<file path="config.mk">
export PLATFORM = sky130hd
export DESIGN_NAME = reg_file
export DESIGN_NICKNAME = d
export VERILOG_FILES = /design/src/rtl/reg_file.sv
export SDC_FILE = /design/constraint.sdc
export NUM_CORES = 2
export LEC_CHECK = 0
export CAP_MARGIN = 0
export CORE_UTILIZATION = 65
export DETAILED_ROUTE_END_ITERATION = 6
export PLACE_DENSITY_LB_ADDON = 0.08
export SLEW_MARGIN = 20
export SYNTH_ARGS = -nofsm -noshare
export SYNTH_HDL_FRONTEND = slang
export SYNTH_SLANG_ARGS = --single-unit
</file>
<file path="constraint.sdc">
create_clock -name clk -period 3.1 [get_ports clk]
set_clock_uncertainty 0.2 [all_clocks]
set_input_delay 0.31 -clock clk [delete_from_list [all_inputs] [get_ports clk]]
set_output_delay 0.31 -clock clk [all_outputs]
set_load 0.01 [all_outputs]
</file>
<file path="src/rtl/reg_file.sv">
// Register file: R0..R14 in flops, R15 reads return the supplied PC+8, two combinational
// read ports and one synchronous write port. Optional write-through: REG_FILE_BYPASS_EN.
module reg_file #(
  parameter int DATA_WIDTH = 32,
  parameter int ADDR_WIDTH = 4
) (
  input  logic                  clk,
  input  logic                  reset,
  input  logic                  RegW,
  input  logic                  RegSrc,
  input  logic [ADDR_WIDTH-1:0] RA1,
  input  logic [ADDR_WIDTH-1:0] Rm,
  input  logic [ADDR_WIDTH-1:0] Rd,
  input  logic [ADDR_WIDTH-1:0] WA3,
  input  logic [DATA_WIDTH-1:0] WD3,
  input  logic [DATA_WIDTH-1:0] R15,
  output logic [DATA_WIDTH-1:0] RD1,
  output logic [DATA_WIDTH-1:0] RD2,
  output logic [ADDR_WIDTH-1:0] RA2
);

  localparam int NUM_REGS = (1 << ADDR_WIDTH) - 1;
  localparam logic [ADDR_WIDTH-1:0] PC_IDX = {ADDR_WIDTH{1'b1}};

  logic [DATA_WIDTH-1:0] regs_q [NUM_REGS];
  logic [DATA_WIDTH-1:0] regs_d [NUM_REGS];
  logic                  wr_en;

  // The PC is owned by fetch, so writes aimed at its index are dropped here.
  assign wr_en = RegW && (WA3 != PC_IDX);

  always_comb begin
    regs_d = regs_q;
    if (wr_en) begin
      regs_d[WA3] = WD3;
    end
  end

  always_ff @(posedge clk) begin
    if (reset) begin
      for (int i = 0; i < NUM_REGS; i++) begin
        regs_q[i] <= '0;
      end
    end else begin
      regs_q <= regs_d;
    end
  end

  assign RA2 = RegSrc ? Rd : Rm;

  // PC override is checked first so it always beats the write-through path.
  always_comb begin
    if (RA1 == PC_IDX) begin
      RD1 = R15;
`ifdef REG_FILE_BYPASS_EN
    end else if (wr_en && !reset && (RA1 == WA3)) begin
      RD1 = WD3;
`endif
    end else begin
      RD1 = regs_q[RA1];
    end
  end

  always_comb begin
    if (RA2 == PC_IDX) begin
      RD2 = R15;
`ifdef REG_FILE_BYPASS_EN
    end else if (wr_en && !reset && (RA2 == WA3)) begin
      RD2 = WD3;
`endif
    end else begin
      RD2 = regs_q[RA2];
    end
  end

endmodule

</file>
==> metrics.md <==
| Metric | Value |
|---|---|
| Leak pwr | `10.6 nW` |
| Critical path startpoint category | `flip-flop` |
| Worst reg-to-reg path cell count | `2` |
| Tcrit/Tclk final | `1.01` |
| Pwr Density | `478 nW/µm²` |
| Final nets | `3,382` |
| Placer Congestion | `1.05` |
| Overall global routing resource usage | `0.527` |
| Routed WL per cell | `27.1 µm` |
| Clk_lat worst skew | `620 ps` |
| Mapped cell area | `25,100 µm²` |
| Post-Layout Cell Count | `3,846` |
| Clock power frac | `0.426` |
| #FFs+latches synth | `480` |
| Most common cell after layout, fill and taps aside | `nand2_1` |
| Hold endpoint | `regs_q[254]$_SDFFE_PP0P_` |
| Commonest cells after routing, fill and taps aside | `nand2_1 (1,132), a21oi_1 (560), dfxtp_1 (480)` |
| Total Neg Setup Slack | `-47.0 ps` |
| Share of the synthesized area in the top cell type | `0.383` |
| Worst-path maximum fanout | `3` |
| Required @ worst endpoint | `2590 ps` |
| Placed cell count | `3,740` |
| Pin count of the biggest net entering global routing | `86` |
| RR Endpoint | `regs_q[377]$_SDFFE_PP0P_` |
| Drt drc | `1` |
| Slew Viols, Final | `0` |
| FILL cells | `2,470` |
| Post-synth cell types | `49` |
| Final Hold Fails | `0` |
| Top_reg_cell synth | `dfxtp_1` |
| Tmin final | `3130 ps` |
| Worst reg2reg path startpoint | `regs_q[377]$_SDFFE_PP0P_` |
| Syn Inst Count | `3,159` |
| Final WS setup | `-29.8 ps` |
| Met1 usage | `0.626` |
| Clock Sinks | `480` |
| Rel. slew slack | `0.220` |
| Dpl ws | `-612 ps` |
| Vias in the first global route | `26,600` |
| Sw Pwr | `3.99 mW` |
| Vias/cell | `7.05` |
| Top cells by area, synth | `dfxtp_1 (38%), nand2_1 (17%), mux4_2 (12%)` |
| Worst Hold Class | `reg2reg` |
| Worst vdd ir | `550 µV` |
| Sequential share of power | `0.429` |
| Setup CP Type | `reg2out` |
| Gr busiest metal | `met2` |
| Post-detail-place hpwl | `62,800 µm` |
| CP Capture Type | `primary output` |
| Sw frac | `0.271` |
| Final antenna-violating net count | `0` |
| Top reg by flops | `regs_q` |
| Int Pwr | `10.7 mW` |
| Number of cells on the worst hold path | `2` |
| Total Routed Length | `104,000 µm` |
| Status | `complete, but fails checks` |
| CTS Buf Count | `50` |
| Overflow after GRT | `0` |
| Met3 GRT Util | `0.215` |
| CTS tree | `yes` |
| Port bufs | `151` |
| Core Area | `37,800 µm²` |
| Hold Startpoint | `regs_q[254]$_SDFFE_PP0P_` |
| Antenna violations before repair | `9` |
| Layout cells sized above 1 | `0.180` |
| Max FFs per register | `480` |
| First-pass GRT wire length | `155,000 µm` |
| Seq/Total Area, Yosys | `0.383` |
| Mean Syn Cell Area | `7.94 µm²` |
| Clk slew on worst S/H paths | `60 ps` |
| Synth Warn # | `0` |
| Max_cap viols | `0` |
| Yosys top cell by area | `dfxtp_1` |
| Row count | `71` |
| DR pass1 iterations | `7` |
| F_max | `0.320 GHz` |
| Register Area | `9610 µm²` |
| Slew at the pin closest to its max-slew limit | `1170 ps` |
| Initial Utilization | `0.663` |
| Reg2reg setup slack | `2110 ps` |
| Footprint of the multi-input gates | `14,600 µm²` |
| Layout area overhead | `22.6%` |
| Ys async rst share | `0` |
| Failing checks | `design-rule violations, negative setup slack` |
| Die width | `198 µm` |
| Final Setup Violations | `3` |
| Initial DRC count | `4,360` |
| H-tree depth | `2` |
| Top flop regs | `regs_q x480` |
| Vias | `27,100` |
| Syn_nets | `3,243` |
| EDFF count, synth | `0` |
| Max Root-Sink Buffers | `3` |
| Die area | `39,400 µm²` |
| Comb pwr share | `0.145` |
| Die Height | `198 µm` |
| Met2 usage | `0.743` |
| Critical Path AT | `2620 ps` |
| CTS Root Buffer Type | `clkbuf_16` |
| # IOs | `152` |
cells by family (layout without fill, tap and decap cells):
logic type / after synthesis / after routing / share of synthesized area
other: 0 / 2 / 0
and+or+nand+nor: 1276 / 1276 / 0.198
AOI/OAI and AO/OA: 836 / 836 / 0.194
DFF: 480 / 480 / 0.383
buffers and inverters: 307 / 481 / 0.0552
muxes: 260 / 260 / 0.170
area by class of cell:
class                           instances  area share
Multi-Input combinational cell       2372       0.475
Timing Repair Buffer                  390       0.137
Tap cell                              511      0.0208
Clock inverter                         18     0.00667
Antenna cell                            2    0.000163
Sequential cell                       480       0.312
Inverter                                4    0.000570
Clock buffer                           69      0.0476
metal layers:
layer	routed length, µm	part of all wire
met5	125	0.0012
met4	9560	0.092
met3	17900	0.17
met2	42500	0.41
met1	34100	0.33
Yosys cell counts, types with 2 or more instances:
master / number
o21ai_0: 32
clkbuf_1: 213
o22ai_1: 94
or3_1: 2
nor3_2: 3
nand3_1: 6
a2111oi_2: 21
mux4_2: 129
nand2_1: 1132
buf_6: 13
o2bb2ai_1: 31
mux2_2: 33
nor3b_1: 2
a2111oi_1: 8
buf_1: 7
dfxtp_1: 480
a21oi_1: 574
nor2b_1: 35
buf_2: 51
nor2_1: 81
mux2i_1: 97
nand2b_1: 4
buf_4: 18
or2_2: 4
inv_1: 2
a211oi_1: 64
stage by stage:
stage                     instance area, µm²  hold WS (ps)  utilization  power [mW]
final                                  30800           266        0.813        14.7
after global routing                   30800           285        0.813        14.9
after CTS                              30600           265        0.809        14.5
after detailed placement               28600           258        0.756        8.41
after global placement                 28600           250        0.756        8.38
after floorplan                        25100           241            -        7.39
power by group through the flow:
stage / clock (mW) / sequential [mW] / combinational (mW)
3_3_place_gp: 0 / 6.44 / 1.94
2_1_floorplan: 0 / 6.42 / 0.970
6_report: 6.26 / 6.31 / 2.13
5_1_grt: 6.46 / 6.32 / 2.17
4_1_cts: 6.21 / 6.31 / 2.02
3_5_place_dp: 0 / 6.44 / 1.97
how the worst max path moves through the flow:
| stage | end | slack (ps) | cells past startpoint | start |
|---|---|---|---|---|
| finish | RD1[30] | -30 | 5 | regs_q[478]$_SDFFE_PP0P_ |
| CTS | RD2[25] | -140 | 9 | Rm[3] |
| floorplan | RD1[20] | 910 | 6 | RA1[0] |
| global route | RD1[25] | -8 | 5 | regs_q[345]$_SDFFE_PP0P_ |
| detailed placement | RD2[28] | -610 | 10 | RegSrc |
| global placement | RD2[3] | -610 | 10 | RegSrc |
worst max-delay path, stage by stage, from the launching register on:
cell	delay, ps
dfxtp_1	330
mux4_2	450
nor2b_1	140
a211oi_1	390
a211oi_2	130
clkdlybuf4s50_1	570
repair_timing:
action | CTS | global route
gates cloned | 1 | 0
hold buffers | 1 | 0
resized for setup | 85 | 27
endpoints found under the setup margin | 34 | 46
endpoints found under the hold margin | 13 | 0
buffers inserted | 11 | 4
pin swaps | 14 | 6
Note: power is estimated with default switching activity, not from simulation.
